--- src/rtl/sdpram_fifo_ctrl.sv ---
`default_nettype none
// ============================================================================
// Module   : sdpram_fifo_ctrl
// Purpose  : First-word-fall-through FIFO controller around one external
//            simple-dual-port single-clock RAM. Owns the RAM write and read
//            ports, keeps wrap-bit pointers, and hides the RAM read latency
//            behind a small output buffer so the consumer sees a one-word-
//            per-clock valid/ready stream.
// Ports    : CLK_I          - clock (shared with the RAM)
//            RESET_N_I      - asynchronous active-low reset
//            S_DATA_I/S_VALID_I/S_READY_O   - producer stream
//            M_DATA_O/M_VALID_O/M_READY_I   - consumer stream (FIFO head)
//            RAM_WADDR_O/RAM_WENABLE_O/RAM_WDATA_O - RAM write port
//            RAM_RADDR_O/RAM_RENABLE_O/RAM_RDATA_I - RAM read port
//            LEVEL_O/FULL_O/EMPTY_O - RAM occupancy status
// Revision : 1.0 - initial release
// ============================================================================
module sdpram_fifo_ctrl #(
  parameter int    DATA_WIDTH = 8,
  parameter int    ADDR_WIDTH = 9,
  parameter string OUTPUT_REG = "FALSE"
) (
  input  logic                  CLK_I,
  input  logic                  RESET_N_I,
  input  logic [DATA_WIDTH-1:0] S_DATA_I,
  input  logic                  S_VALID_I,
  output logic                  S_READY_O,
  output logic [DATA_WIDTH-1:0] M_DATA_O,
  output logic                  M_VALID_O,
  input  logic                  M_READY_I,
  output logic [ADDR_WIDTH-1:0] RAM_WADDR_O,
  output logic                  RAM_WENABLE_O,
  output logic [DATA_WIDTH-1:0] RAM_WDATA_O,
  output logic [ADDR_WIDTH-1:0] RAM_RADDR_O,
  output logic                  RAM_RENABLE_O,
  input  logic [DATA_WIDTH-1:0] RAM_RDATA_I,
  output logic [ADDR_WIDTH:0]   LEVEL_O,
  output logic                  FULL_O,
  output logic                  EMPTY_O
);

  // RAM read latency in cycles.
  localparam int c_LAT = (OUTPUT_REG == "TRUE") ? 2 : 1;
  // Counter width for in-flight + buffered words (at most 2*c_LAT+1 = 5).
  localparam int c_CNT_W = 3;
  localparam logic [ADDR_WIDTH:0] c_FULL_LVL = (ADDR_WIDTH+1)'(1) << ADDR_WIDTH;

  logic [ADDR_WIDTH:0]   r_wptr;
  logic [ADDR_WIDTH:0]   r_rptr;
  logic [c_LAT-1:0]      r_inflight;
  logic [DATA_WIDTH-1:0] r_buf [c_LAT+1];
  logic [c_CNT_W-1:0]    r_bcnt;
  logic                  r_mvalid;

  logic [ADDR_WIDTH:0]   w_level;
  logic                  w_empty;
  logic                  w_full;
  logic                  w_wr;
  logic                  w_pop;
  logic                  w_issue;
  logic                  w_capture;
  logic [c_CNT_W-1:0]    w_nflight;
  logic [c_CNT_W-1:0]    w_bcnt_nxt;
  logic [c_CNT_W-1:0]    w_widx;
  logic [DATA_WIDTH-1:0] w_buf_nxt [c_LAT+1];

  // Status purely from registered pointers, so a write is never visible to
  // read issue in its own cycle and a freed slot only shows up next cycle.
  assign w_level = r_wptr - r_rptr;
  assign w_empty = (r_wptr == r_rptr);
  assign w_full  = (w_level == c_FULL_LVL);

  assign w_wr  = S_VALID_I && !w_full && RESET_N_I;
  assign w_pop = r_mvalid && M_READY_I;

  always_comb begin
    w_nflight = '0;
    for (int i = 0; i < c_LAT; i++) begin
      w_nflight = w_nflight + c_CNT_W'(r_inflight[i]);
    end
  end

  // Credit: in-flight plus buffered words (after this cycle's pop) must stay
  // within the c_LAT+1 buffer entries. Pop is added on the right-hand side
  // instead of subtracted on the left to avoid unsigned underflow.
  assign w_issue = RESET_N_I && !w_empty &&
                   ((w_nflight + r_bcnt) < (c_CNT_W'(c_LAT + 1) + c_CNT_W'(w_pop)));

  // The oldest in-flight read reaches the tail of the shift register exactly
  // c_LAT edges after issue, which is when its RAM data is valid.
  assign w_capture  = r_inflight[c_LAT-1];
  assign w_bcnt_nxt = r_bcnt + c_CNT_W'(w_capture) - c_CNT_W'(w_pop);
  assign w_widx     = r_bcnt - c_CNT_W'(w_pop);

  // Output buffer kept as a shift queue: entry 0 is always the head, so
  // M_DATA_O comes straight from a register.
  always_comb begin
    for (int i = 0; i <= c_LAT; i++) begin
      w_buf_nxt[i] = r_buf[i];
    end
    if (w_pop) begin
      for (int i = 0; i < c_LAT; i++) begin
        w_buf_nxt[i] = r_buf[i+1];
      end
    end
    if (w_capture) begin
      for (int i = 0; i <= c_LAT; i++) begin
        if (w_widx == c_CNT_W'(i)) begin
          w_buf_nxt[i] = RAM_RDATA_I;
        end
      end
    end
  end

  always_ff @(posedge CLK_I or negedge RESET_N_I) begin
    if (!RESET_N_I) begin
      r_wptr     <= '0;
      r_rptr     <= '0;
      r_inflight <= '0;
      r_bcnt     <= '0;
      r_mvalid   <= 1'b0;
      for (int i = 0; i <= c_LAT; i++) begin
        r_buf[i] <= '0;
      end
    end else begin
      if (w_wr) begin
        r_wptr <= r_wptr + 1'b1;
      end
      if (w_issue) begin
        r_rptr <= r_rptr + 1'b1;
      end
      r_inflight[0] <= w_issue;
      for (int i = 1; i < c_LAT; i++) begin
        r_inflight[i] <= r_inflight[i-1];
      end
      r_bcnt   <= w_bcnt_nxt;
      r_mvalid <= (w_bcnt_nxt != '0);
      for (int i = 0; i <= c_LAT; i++) begin
        r_buf[i] <= w_buf_nxt[i];
      end
    end
  end

  assign S_READY_O     = !w_full;
  assign RAM_WENABLE_O = w_wr;
  assign RAM_WADDR_O   = r_wptr[ADDR_WIDTH-1:0];
  assign RAM_WDATA_O   = S_DATA_I;
  assign RAM_RENABLE_O = w_issue;
  assign RAM_RADDR_O   = r_rptr[ADDR_WIDTH-1:0];
  assign M_DATA_O      = r_buf[0];
  assign M_VALID_O     = r_mvalid;
  assign LEVEL_O       = w_level;
  assign FULL_O        = w_full;
  assign EMPTY_O       = w_empty;

endmodule
`default_nettype wire

--- config.mk ---
export PLATFORM = sky130hd
export DESIGN_NAME = sdpram_fifo_ctrl
export DESIGN_NICKNAME = d
export VERILOG_FILES = /design/src/rtl/sdpram_fifo_ctrl.sv
export SDC_FILE = /design/constraint.sdc
export NUM_CORES = 1
export LEC_CHECK = 0
export CAP_MARGIN = 20
export CORE_AREA = 2 2 78 80
export CTS_CLUSTER_DIAMETER = 30
export DETAILED_ROUTE_END_ITERATION = 8
export DIE_AREA = 0 0 80 82
export PLACE_DENSITY = 0.78
export SLEW_MARGIN = 20
export SYNTH_ARGS = -nofsm -noshare
export SYNTH_HDL_FRONTEND = slang
export SYNTH_SLANG_ARGS = --single-unit
--- constraint.sdc ---
create_clock -name CLK_I -period 3.7 [get_ports CLK_I]
set_input_delay 0.925 -clock CLK_I [delete_from_list [all_inputs] [get_ports CLK_I]]
set_output_delay 0.925 -clock CLK_I [all_outputs]
set_load 0.03 [all_outputs]
==> results.sh, run 1 <==
export IMPL_outcome="finished clean"
export IMPL_cts_inserted_buffers=5
export IMPL_io_buffers=53
export IMPL_switchingPower_mw=1.68
export IMPL_vias=2002
export IMPL_drtIter0Drc=57
export IMPL_fp_coreArea_mm2=0.00575
export IMPL_path_class="register to output pin"
export IMPL_grt_pass1_vias=2047
export IMPL_die_w_um=80
export IMPL_worstMarginPinSlew_ps=671
export IMPL_ioPinCount=70
export IMPL_fill_cells=506
export IMPL_die_area_mm2=0.00656
export IMPL_rows=28
export IMPL_post_route_drc_count=0
export IMPL_grt_overflow=0
export IMPL_viasPerCell=4.98
export IMPL_yosysWarnings=0
export IMPL_fin_util_pct=60.3
export IMPL_clk_latency_ps=290
export IMPL_slew_headroom_pct=55.1
export IMPL_postCtsHoldBufs=0
export IMPL_crit_family="simple AND/OR/NAND/NOR gates"
export IMPL_hp_class="register to register"
export IMPL_drt_total_wl_um=5940
export IMPL_path_max_fanout=2
export IMPL_die_h_um=82
export IMPL_nNetsFinal=364
export IMPL_power_density_mw_per_mm2=1020
export IMPL_rsz0062_at_grt="true"
export IMPL_synth_edf_count=0
export IMPL_seq_area_frac_synth_pct=38.0
export IMPL_slew_violations=0
export IMPL_hpwl_um=4540
export IMPL_setup_viol=0
export IMPL_combPwrFrac_pct=71.3
export IMPL_cts_sinks=41
export IMPL_drt_antenna_violating_nets=0
export IMPL_clockRootBuffer="clkbuf_8"
export IMPL_place_ws_ps=-258
export IMPL_diodes=0
export IMPL_end_kind="output pin"
export IMPL_initial_core_util_pct=47.0
export IMPL_synth_fp_nets=306
export IMPL_fin_skew_ps=6.29
export IMPL_synth_area_mm2=0.00270
export IMPL_seq_power_share_pct=20.6
export IMPL_grt_max_degree=34
export IMPL_cts_clk_slew_worst_paths_ps=80
export IMPL_power_mw=3.54
export IMPL_synth_async_reset_ratio_pct=100
export IMPL_area_growth_pct=28.4
export IMPL_hold_viol_final=0
export IMPL_cp_arrival_ps=2730
export IMPL_critPathLaunchType="register"
export IMPL_routabilityCongestion=0.885
export IMPL_yosys_cell_types_count=48
export IMPL_crit_required_ps=2770
export IMPL_period_share_pct=98.9
export IMPL_internal_power_mw=1.86
export IMPL_grt_pass1_wl_um=9560
export IMPL_pwr_share_clk_pct=8.1
export IMPL_antenna_found_initial=0
export IMPL_worst_path_buf_inv=5
export IMPL_critical_path_cell_chain="inv_1 > ha_2 > inv_2 > fa_2 > xor2_4 > or4_4 > a221oi_4 > buf_4 > nand4b_4 > nand3_4 > inv_2 > buf_6"
export IMPL_avgSynthCellArea_um2=10.1
export IMPL_wl_per_cell_um=14.8
export IMPL_cts_tree="done"
export IMPL_max_freq_mhz=273
export IMPL_ir_drop_mv=1.28
export IMPL_fin_ws_ps=41.8
export IMPL_worst_path_max_delay_cell="or4_4"
export IMPL_drive_gt1_share_pct=26.0
export IMPL_first_pass_iters=4
export IMPL_grt_usage_pct=19.2
export IMPL_final_min_clock_period_ps=3660
export IMPL_crit_path_max_incr_delay_ps=430
export IMPL_cp_common_cell="inv_2"
export IMPL_drv_cap=0
export IMPL_synthFlopType="dfrtp_1"
export IMPL_cts_buffer_depth=2
export IMPL_syn_inst=268
export IMPL_synth_seq_cells=41
export IMPL_h_tree_depth=2
export IMPL_sw_frac_of_total_pct=47.4
export IMPL_leakage_nw=1.62
export IMPL_r2r_slack_ps=810
-- power by group through the flow --
| stage | clock [mW] | combinational (mW) | sequential [mW] |
|---|---|---|---|
| finish | 0.287 | 2.52 | 0.727 |
| global route | 0.321 | 2.71 | 0.750 |
| CTS | 0.297 | 2.43 | 0.729 |
| detailed placement | 0 | 2.42 | 0.739 |
| global placement | 0 | 2.38 | 0.727 |
| floorplan | 0 | 1.67 | 0.752 |
-- worst reg2reg max path: stages (launching register included) --
cell and delay (ps):
dfrtp_1 390, inv_1 70, ha_2 180, inv_2 40
fa_2 410, xor2_4 180, or4_4 430, a221oi_4 220
buf_4 170, nand4b_4 110, nand3_4 100, buf_4 100
buf_4 100, mux2_4 290
-- stage by stage --
stage,TNS [ps],hold WS (ps),instances,cell area [um2]
6_report,0,505,402,3470
2_1_floorplan,-127,461,268,2740
3_3_place_gp,-196,476,386,3270
5_1_grt,-183,515,402,3470
3_5_place_dp,-258,492,386,3270
4_1_cts,-59.2,507,397,3390
-- synthesized netlist by cell type (all sizes together), types with 3 or more instances --
library cell | instances | share of area (%)
a21oi | 13 | 2.4
dfrtp | 41 | 38
nor3 | 3 | 0.56
mux2 | 9 | 3.9
buf | 35 | 9.9
and3 | 3 | 0.70
nor2 | 19 | 2.7
inv | 26 | 3.6
ha | 17 | 7.9
nand4 | 8 | 1.9
nor4 | 4 | 0.93
nand2 | 12 | 1.8
nand3 | 11 | 2.7
xor2 | 6 | 1.9
xnor2 | 22 | 7.1
mux2i | 8 | 3.0
-- cell type report --
type	instances	area (um2)	share of cell area (%)
inverter	26	97.6	2.82
clock buffer	5	68.8	1.99
tap	75	93.8	2.71
sequential	41	1030	29.6
timing repair buffer	88	772	22.3
clock inverter	3	17.5	0.505
multi-input combinational	164	1390	40.1
-- layout by cell type (no fill, tap or decap), types with 3 or more instances in the layout --
| cell type | instances |
|---|---|
| mux2_2 | 8 |
| dfrtp_1 | 41 |
| xnor2_1 | 22 |
| nand3_1 | 8 |
| dlygate4sd2_1 | 6 |
| and3_1 | 3 |
| clkbuf_8 | 5 |
| buf_4 | 37 |
| a21oi_1 | 12 |
| ha_1 | 15 |
| inv_1 | 23 |
| xor2_1 | 5 |
| nand4_1 | 8 |
| nand2_1 | 11 |
| inv_2 | 3 |
| nor2_1 | 18 |
| clkdlybuf4s50_1 | 42 |
| mux2i_1 | 8 |
-- kinds of logic (layout without fill, tap and decap cells) --
family | Yosys count | in the layout | synth area share, %
AO/OA/AOI/OAI | 28 | 28 | 7.70
XOR/XNOR | 28 | 28 | 9.09
adder cells (fa/ha/maj) | 18 | 18 | 8.62
buffers and inverters | 63 | 122 | 14.1
flip-flops | 41 | 41 | 38.0
multiplexers | 17 | 17 | 6.86
AND/OR/NAND/NOR | 73 | 73 | 15.6
-- worst paths after layout --
kind	from	endpoint	cells after the start
min in group asynchronous	RESET_N_I	r_wptr[5]	1
max	r_wptr[0]	RAM_WENABLE_O	12
min reg2reg	r_rptr[9]	r_rptr[9]	1
max in group asynchronous	RESET_N_I	r_buf[0]	2
max reg2reg	r_wptr[0]	r_wptr[1]	13
min	r_rptr[9]	r_rptr[9]	1
-- per-layer routing --
layer / part of all wire, % / track usage [%]
met5: 0 / 0
met4: 1.1 / 6.61
met3: 5.5 / 5.05
met2: 50 / 33.7
met1: 43 / 22.8
-- state kept, by name, summed over array words and instances, names as in the netlist --
register,flops
r_bcnt,3
r_inflight,1
M_DATA_O,8
r_buf,8
r_wptr,10
r_rptr,10
M_VALID_O,1
-- what timing repair did --
action / 4_1_cts / 5_1_grt
endpoints found under the setup margin: 9 / 5
gates resized for setup: 12 / 11
setup buffers: 3 / 5
pin swaps: 4 / 1
(Power assumes the default switching activity.)
==> run 2, diff against run 1 <==
--- a/config.mk
+++ b/config.mk
@@ -10,6 +10,7 @@
 export CTS_CLUSTER_DIAMETER = 30
 export DETAILED_ROUTE_END_ITERATION = 8
 export DIE_AREA = 0 0 80 82
+export GPL_TIMING_DRIVEN = 0
 export PLACE_DENSITY = 0.78
 export SLEW_MARGIN = 20
 export SYNTH_ARGS = -nofsm -noshare
==> run 2 against run 1 <==
Largest cell class unchanged; largest power group unchanged; cell count grew 5.5%; setup slack lost 13 ps; highest routed layer unchanged; die area is the same; final area increased by 7.8%; critical path type unchanged.
==> results.sh, run 2 (synthesis results as in run 1) <==
export IMPL_cts_clk_slew_worst_paths_ps=80
export IMPL_hpwl_um=4260
export IMPL_cp_arrival_ps=2750
export IMPL_wl_met1_um=2500
export IMPL_fp_coreArea_mm2=0.00575
export IMPL_dp_cells=405
export IMPL_layout_common_cells="49 x clkdlybuf4s50_1, 46 x buf_4, 39 x dfrtp_1, 22 x inv_1, 22 x xnor2_1"
export IMPL_final_min_clock_period_ps=3670
export IMPL_vias=2127
export IMPL_hp_class="register to register"
export IMPL_fin_skew_ps=6.43
export IMPL_fin_util_pct=65.0
export IMPL_wl_per_cell_um=13.3
export IMPL_die_w_um=80
export IMPL_grt_overflow=0
export IMPL_rsz0062_at_grt="true"
export IMPL_ir_drop_mv=1.31
export IMPL_clk_latency_ps=290
export IMPL_leakage_nw=1.77
export IMPL_io_buffers=61
export IMPL_worstMarginPinSlew_ps=715
export IMPL_die_h_um=82
export IMPL_drt_total_wl_um=5650
export IMPL_cts_sinks=41
export IMPL_reg_top3="r_rptr (10), r_wptr (10)"
export IMPL_grt_max_degree=28
export IMPL_ioPinCount=70
export IMPL_seq_area_mm2=0.00103
export IMPL_diodes=0
export IMPL_grt_pass1_vias=2020
export IMPL_drv_cap=0
export IMPL_h_tree_depth=2
export IMPL_post_route_drc_count=0
export IMPL_area_growth_pct=38.4
export IMPL_multi_input_comb_area_mm2=0.00139
export IMPL_drt_antenna_violating_nets=0
export IMPL_end_kind="output pin"
export IMPL_crit_required_ps=2770
export IMPL_path_class="register to output pin"
export IMPL_final_common_cell="clkdlybuf4s50_1"
export IMPL_power_density_mw_per_mm2=973
export IMPL_postLayoutCellArea_mm2=0.00374
export IMPL_placed_area_mm2=0.00346
export IMPL_critPathLaunchType="register"
export IMPL_grt_usage_pct=17.9
export IMPL_outcome="finished clean"
export IMPL_hold_viol_final=0
export IMPL_fin_ws_ps=28.9
export IMPL_cts_buffer_depth=2
export IMPL_viasPerCell=5.02
export IMPL_cts_inserted_buffers=5
export IMPL_dr_wl_met2_um=2670
export IMPL_dr_max_layer_used="met4"
export IMPL_slew_violations=0
export IMPL_postCtsHoldBufs=0
export IMPL_slew_headroom_pct=52.1
export IMPL_drtIter0Drc=53
export IMPL_rows=28
export IMPL_nNetsFinal=386
export IMPL_period_share_pct=99.2
export IMPL_grt_pass1_wl_um=9110
export IMPL_path_max_fanout=2
export IMPL_final_cells=424
export IMPL_wl_met3_um=358
export IMPL_antenna_found_initial=0
export IMPL_initial_core_util_pct=47.0
export IMPL_first_pass_iters=4
export IMPL_place_ws_ps=-545
export IMPL_drive_gt1_share_pct=28.4
export IMPL_max_freq_mhz=272
export IMPL_die_area_mm2=0.00656
export IMPL_cts_tree="done"
export IMPL_setup_viol=0
export IMPL_r2r_slack_ps=810
export IMPL_power_mw=3.63
export IMPL_routabilityCongestion=0.830
export IMPL_fill_cells=491
export IMPL_clockRootBuffer="clkbuf_8"
[run 2: changes by cell type in the layout (fill, tap and decap cells not counted), sizes merged]
cell           delta
clkinvlp          -1
clkdlybuf4s15     +1
dlygate4sd2       -2
clkinv            -1
clkbuf            +2
buf              +11
dlymetal6s2s      +3
clkdlybuf4s50     +7
bufinv            +2
[run 2: where the power goes]
part | total, mW | internal (mW) | switching [mW]
logic | 2.42 | 1.10 | 1.33
clock network | 0.422 | 0.268 | 0.154
registers | 0.789 | 0.623 | 0.166
[run 2: area by class of cell]
class | count | area share [%]
well taps | 75 | 2.51
clock inverters | 3 | 1.74
clock buffers | 5 | 1.84
repair buffers | 73 | 19.1
multi-input cells | 164 | 37.1
flip-flops and latches | 41 | 27.5
plain buffers | 37 | 7.60
inverters | 26 | 2.61
[run 2: worst paths after layout]
path,start,endpoint,cells after the start
max,r_wptr[0],RAM_WENABLE_O,12
min,r_rptr[9],r_rptr[9],1
max reg2reg,r_wptr[0],r_wptr[1],13
min reg2reg,r_rptr[9],r_rptr[9],1
max in group asynchronous,RESET_N_I,r_rptr[0],2
min in group asynchronous,RESET_N_I,r_wptr[8],1
[run 2: critical path: stages, from the launching register on]
cell and delay [ps]:
dfrtp_1 400, inv_2 90, ha_4 140, inv_2 40
fa_2 410, xor2_4 170, or4_4 430, a221oi_4 240
buf_4 170, nand4b_4 100, nand3_4 100, inv_2 40
buf_6 120
[run 2: per-layer routing]
| metal | global-route usage (%) | vias to the layer above |
|---|---|---|
| met2 | 30.3 | 73 |
| met1 | 22.4 | 996 |
| met5 | 0 | - |
| met3 | 3.63 | 12 |
| li1 | - | 1046 |
| met4 | 6.95 | 0 |
[run 2: per-stage QoR]
stage          hold WS [ps]  setup TNS (ps)
2_1_floorplan           461            -127
3_3_place_gp            476           -7720
3_5_place_dp            475           -1930
4_1_cts                 490               0
5_1_grt                 508            -121
6_report                489               0
[run 2: timing repair]
item,in CTS,in global routing
resized for setup,34,9
buffers inserted,5,6
pin swaps,5,5
setup endpoints to repair,9,7
